`config.mk`:
```
export PLATFORM = sky130hd
export DESIGN_NAME = pc_sequencer_flat
export DESIGN_NICKNAME = d
export VERILOG_FILES = /design/src/rtl/pc_sequencer_pkg.sv /design/src/rtl/pc_sequencer_if.sv /design/src/rtl/pc_sequencer.sv /design/src/flat_wrapper.sv
export SDC_FILE = /design/constraint.sdc
export NUM_CORES = 1
export LEC_CHECK = 0
export BUFFER_PORTS_ARGS = -buffer_cell sky130_fd_sc_hd__buf_2
export CORE_AREA = 2 2 99 120
export DETAILED_ROUTE_END_ITERATION = 16
export DIE_AREA = 0 0 101 122
export PLACE_DENSITY = 0.68
export SETUP_SLACK_MARGIN = 0.1
export SYNTH_ARGS = -nofsm -noshare
export SYNTH_HDL_FRONTEND = slang
export SYNTH_SLANG_ARGS = --single-unit
export TNS_END_PERCENT = 20
```
`constraint.sdc`:
```
create_clock -name clk -period 2.6 [get_ports clk]
set_input_delay 0.78 -clock clk [delete_from_list [all_inputs] [get_ports clk]]
set_output_delay 0.78 -clock clk [all_outputs]
set_load 0.005 [all_outputs]
```
`src/rtl/pc_sequencer_pkg.sv`:
```
// Shared definitions for the fetch PC sequencer: default widths, the reset
// fetch address, instruction size and the sequencer state encoding.
package pc_sequencer_pkg;

  localparam int unsigned CPU_WIDTH_DEF = 32;
  localparam logic [31:0] RESET_PC_DEF  = 32'h0000_0000;
  localparam int unsigned INST_BYTES    = 4;

  typedef enum logic [1:0] {
    PCSEQ_BOOT = 2'd0,
    PCSEQ_RUN  = 2'd1,
    PCSEQ_WAIT = 2'd2
  } pcseq_state_e;

endpackage

```
`src/rtl/pc_sequencer_if.sv`:
```
// Fetch request channel between the PC sequencer (master) and the IFU (slave).
interface pc_sequencer_if #(
  parameter int unsigned CPU_WIDTH = 32
) ();

  logic                 if_vld;
  logic [CPU_WIDTH-1:0] if_pc;
  logic                 if_rdy;

  modport master (
    output if_vld,
    output if_pc,
    input  if_rdy
  );

  modport slave (
    input  if_vld,
    input  if_pc,
    output if_rdy
  );

endinterface

```
`src/rtl/pc_sequencer.sv`:
```
// Architectural fetch PC owner: arbitrates trap / execute redirect / stall /
// sequential fetch and offers one address at a time to the IFU.
module pc_sequencer
  import pc_sequencer_pkg::*;
#(
  parameter int unsigned          CPU_WIDTH = CPU_WIDTH_DEF,
  parameter logic [CPU_WIDTH-1:0] RESET_PC  = CPU_WIDTH'(RESET_PC_DEF),
  parameter int unsigned          CNT_WIDTH = 16
) (
  input  logic                 clk,
  input  logic                 rst,
  input  logic                 ena,
  input  logic                 stall,
  input  logic                 exu_redir_vld,
  input  logic [CPU_WIDTH-1:0] exu_redir_pc,
  input  logic                 trap_vld,
  input  logic [CPU_WIDTH-1:0] trap_pc,
  pc_sequencer_if.master       fetch,
  output logic                 flush,
  output logic [CNT_WIDTH-1:0] redir_cnt
);

  localparam logic [CPU_WIDTH-1:0] ALIGN_MASK = ~CPU_WIDTH'(INST_BYTES - 1);
  localparam logic [CPU_WIDTH-1:0] PC_STEP    = CPU_WIDTH'(INST_BYTES);

  pcseq_state_e         state;
  logic [CPU_WIDTH-1:0] pc;
  logic                 pend_vld;
  logic [CPU_WIDTH-1:0] pend_pc;

  logic                 if_vld_c;
  logic                 fire;
  logic                 offer_held;
  logic                 redir;
  logic [CPU_WIDTH-1:0] redir_tgt;
  logic [CPU_WIDTH-1:0] pc_inc;

  // Reset gates the offer directly so no request escapes while rst is high.
  always_comb begin
    if_vld_c = 1'b0;
    if (!rst) begin
      case (state)
        PCSEQ_BOOT: if_vld_c = 1'b0;
        PCSEQ_RUN:  if_vld_c = ena & ~stall;
        PCSEQ_WAIT: if_vld_c = 1'b1;
        default:    if_vld_c = 1'b0;
      endcase
    end
  end

  assign fetch.if_vld = if_vld_c;
  assign fetch.if_pc  = pc;

  assign fire       = if_vld_c & fetch.if_rdy;
  assign offer_held = if_vld_c & ~fetch.if_rdy;

  assign redir     = trap_vld | exu_redir_vld;
  assign redir_tgt = (trap_vld ? trap_pc : exu_redir_pc) & ALIGN_MASK;
  assign pc_inc    = pc + PC_STEP;

  // A redirect arriving while an offer is held is parked in pend_pc so the
  // offered address stays stable; it is applied when that offer fires.
  always_ff @(posedge clk) begin
    if (rst) begin
      state    <= PCSEQ_BOOT;
      pc       <= RESET_PC;
      pend_vld <= 1'b0;
      pend_pc  <= '0;
      flush    <= 1'b0;
    end else begin
      flush <= redir;

      case (state)
        PCSEQ_BOOT: if (ena)          state <= PCSEQ_RUN;
        PCSEQ_RUN:  if (offer_held)   state <= PCSEQ_WAIT;
        PCSEQ_WAIT: if (fetch.if_rdy) state <= PCSEQ_RUN;
        default:                      state <= PCSEQ_BOOT;
      endcase

      if (redir) begin
        if (offer_held) begin
          pend_vld <= 1'b1;
          pend_pc  <= redir_tgt;
        end else begin
          pc       <= redir_tgt;
          pend_vld <= 1'b0;
        end
      end else if (fire) begin
        if (pend_vld) begin
          pc       <= pend_pc;
          pend_vld <= 1'b0;
        end else begin
          pc <= pc_inc;
        end
      end
    end
  end

  always_ff @(posedge clk) begin
    if (rst) begin
      redir_cnt <= '0;
    end else if (redir && (redir_cnt != '1)) begin
      redir_cnt <= redir_cnt + CNT_WIDTH'(1);
    end
  end

endmodule

```
`src/flat_wrapper.sv`:
```
// flat-port wrapper written by rule: the top's interface ports become plain ports
module pc_sequencer_flat import pc_sequencer_pkg::*;
#(
  parameter int unsigned          CPU_WIDTH = CPU_WIDTH_DEF,
  parameter logic [CPU_WIDTH-1:0] RESET_PC  = CPU_WIDTH'(RESET_PC_DEF),
  parameter int unsigned          CNT_WIDTH = 16
)
  (clk, rst, ena, stall, exu_redir_vld, exu_redir_pc, trap_vld, trap_pc, flush, redir_cnt, fetch_if_vld, fetch_if_pc, fetch_if_rdy);
  pc_sequencer_if #(.CPU_WIDTH(CPU_WIDTH)) fetch_i ();
  input  logic clk;
  input  logic rst;
  input  logic ena;
  input  logic stall;
  input  logic exu_redir_vld;
  input  logic [CPU_WIDTH-1:0] exu_redir_pc;
  input  logic trap_vld;
  input  logic [CPU_WIDTH-1:0] trap_pc;
  output logic flush;
  output logic [CNT_WIDTH-1:0] redir_cnt;
  output wire logic [$bits(fetch_i.if_vld)-1:0] fetch_if_vld;
  output wire logic [$bits(fetch_i.if_pc)-1:0] fetch_if_pc;
  input wire logic [$bits(fetch_i.if_rdy)-1:0] fetch_if_rdy;
  assign fetch_if_vld = fetch_i.if_vld;
  assign fetch_if_pc = fetch_i.if_pc;
  assign fetch_i.if_rdy = fetch_if_rdy;
  pc_sequencer #(.CPU_WIDTH(CPU_WIDTH), .RESET_PC(RESET_PC), .CNT_WIDTH(CNT_WIDTH)) u_core (.clk(clk), .rst(rst), .ena(ena), .stall(stall), .exu_redir_vld(exu_redir_vld), .exu_redir_pc(exu_redir_pc), .trap_vld(trap_vld), .trap_pc(trap_pc), .fetch(fetch_i), .flush(flush), .redir_cnt(redir_cnt));
endmodule
```
==> metrics.csv <==
metric;value;unit
Worst EP arrival;1600;ps
Slew headroom;38.8;%
Power Total;3420;µW
via/cell ratio;6.05;
hold buffers post-CTS;0;
Reg2Reg Capture Point;u_core.fetch.if_pc[11];
Worst Hold Margin;499;ps
Clock Skews;10.1;ps
Crit Reg-Reg Startpoint;u_core.state[1];
nets@finish;791;
initial DRC count;361;
Initial Utilization;43.7;%
post-route setup TNS;0;ps
antenna viol nets, final;0;
largest net degree at the start of global routing;80;
# IOs;121;
die area;12300;µm²
number of global-route vias before repair;4719;
status;completed;
Unique masters post-synth;69;
First-pass DRT Iterations;5;
worst-case clock buffer depth;2;
Core Region;11300;µm²
Mean Syn Cell Area;7.92;µm²
Leak;0.00236;µW
DRC errors left;0;
Hold Vio Cnt, Final;0;
RSZ-0062 raised after global routing;false;
NetSw;995;µW
Hold Path End;u_core.pend_pc[3];
cell area after layout;5940;µm²
FMAX;0.420;GHz
remaining global-route overflow;0;
num rows;43;
Area Overhead vs Synth;20.4;%
sequential power share;41.2;%
global-route wire length before repair;23900;µm
CTS tree;done;
sequential area share after synthesis;32.5;%
most frequent cells in the layout;buf_2, dfxtp_1, nor2_1, nand2_1, a21oi_1;
ratio of cells with drive above 1 in the final layout;23.8;%
Power Internal;2420;µW
fin cells;855;
Worst R2R Setup Slack;430;ps
routed vias;5176;
CP Capture Type;output pin;
Worst Setup Path Type;reg -> out;
width of the die;101;µm
H-Tree Depth;3;
dpl cell area;5640;µm²
Hold Crit Depth;2;
Root Driver;clkbuf_16;
worst-path maximum fanout;4;
post-detailed-placement half-perimeter wirelength;11000;µm
Worst Tran Pin Value;918;ps
Tcrit/Tclk final;91.5;%
clk sinks;80;
post-CTS setup buffers;0;
Port Buf Inserts;114;
# setup viols final;0;
count of final max-slew check failures;0;
commonest non-fill, non-tap cell in the layout;buf_2;
ys flop type;dfxtp_1;
Max VDD drop;0.386;mV
Hold Path Origin;u_core.pend_pc[3];
later-pin clock latency in the skew report;340;ps
clock share of power;38.0;%
Routed wire per std cell;17.8;µm
Worst-path clk slew;50;ps
Yosys reg bits;80;
# placed instances;839;
Ys Warns;0;
ant diodes;0;
TritonCTS Buffers;9;
Max Cap Viol;0;
chip height;122;µm
Comb power frac;20.8;%
total wire length;15300;µm
Async SR Flop Fraction;0;%
crit path time final;2380;ps
critical path startpoint category;flip-flop;
Hold/Removal Path Class;reg -> reg;
Register-to-Register Path Depth;8;
Post-synth EDFFs;0;
Post-Synthesis Cell Area;4930;µm²
Worst Path Required;1820;ps
Power Density;575;nW/µm²
Sw Ratio;29.1;%
count of mapped cells out of synthesis;623;
gpl congestion;0.891;
initial antenna violation count;0;
overall routing resource usage;24.6;%
post-CTS sizing;0;
logic make-up after synthesis:
logic type,share of synthesized area (%)
fa+ha+maj,1.27
xor+xnor,2.13
buf+inv,6.26
compound gates,25.9
simple gates,27.1
mux,4.82
other cells,0.0760
flops,32.5
cell usage after synthesis (all sizes together), types with 5 or more instances:
cell type | n | area share [%]
a211oi | 30 | 4.7
a21oi | 36 | 3.7
a221oi | 8 | 1.4
a311oi | 20 | 3.5
and3 | 9 | 1.2
and3b | 5 | 0.96
and4 | 7 | 1.2
buf | 30 | 3.2
clkbuf | 25 | 1.9
dfxtp | 80 | 32
ha | 5 | 1.3
inv | 14 | 1.1
mux2i | 20 | 4.1
nand2 | 48 | 3.8
nand2b | 19 | 2.4
nand3 | 22 | 2.2
nand4 | 11 | 1.7
nor2 | 59 | 4.5
nor2b | 20 | 2.6
nor3 | 30 | 3.0
nor4 | 7 | 0.89
o211ai | 7 | 1.3
o21ai | 29 | 3.2
o31ai | 20 | 3.0
or4 | 6 | 0.91
xnor2 | 9 | 1.6
metal layers:
| layer | wire length [µm] | global-route usage, % | up-vias | share of wire, % |
|---|---|---|---|---|
| met3 | 930 | 4.76 | 24 | 6.1 |
| met4 | 395 | 9.88 | 0 | 2.6 |
| li1 | - | - | 2506 | - |
| met1 | 6260 | 29.9 | 2478 | 41 |
| met2 | 7670 | 42.7 | 168 | 50 |
| met5 | 0 | 0 | - | 0 |
worst max-delay path, stage by stage (launching register included):
cell,delay [ps]
dfxtp_1,350
inv_1,70
ha_1,220
and3b_4,230
o21ai_4,200
inv_1,60
buf_2,120
worst max-delay path by stage:
| stage | startpoint | endpoint | slack, ps | cells past startpoint |
|---|---|---|---|---|
| 3_5_place_dp | exu_redir_vld | u_core.fetch.if_pc[28] | 180 | 6 |
| 2_1_floorplan | rst | u_core.fetch.if_pc[13] | 460 | 6 |
| 6_report | u_core.state[1] | fetch_if_vld | 220 | 6 |
| 5_1_grt | u_core.state[1] | fetch_if_vld | 100 | 6 |
| 4_1_cts | u_core.state[1] | fetch_if_vld | 180 | 6 |
| 3_3_place_gp | exu_redir_vld | u_core.fetch.if_pc[28] | 200 | 6 |
final cells by class:
class                      instances  area (µm²)
fill                            1107        5360
multi-input combinational        474        3040
sequential                        80        1600
timing repair buffer             135         778
clock buffer                      13         260
tap                              135         169
inverter                          15        56.3
clock inverter                     3        40.0
flip-flops by register name, summed over array words and instances (netlist names):
name,flops
u_core.pend_pc,30
u_core.flush,1
u_core.redir_cnt,16
u_core.fetch.if_pc,30
u_core.pend_vld,1
u_core.state,2
power groups by stage:
stage          combinational [µW]  clock (µW)  sequential [µW]
2_1_floorplan                 448           0             1420
3_3_place_gp                  687           0             1420
3_5_place_dp                  709           0             1430
4_1_cts                       714        1320             1400
5_1_grt                       786        1360             1420
6_report                      710        1300             1410
through the flow:
stage / util (%) / worst slack (ps)
after detailed placement: 49.9 / 179
after global placement: 49.9 / 200
after CTS: 52.6 / 178
after global routing: 52.6 / 103
after floorplan: - / 461
final: 52.6 / 222
(Power assumes the default switching activity.)
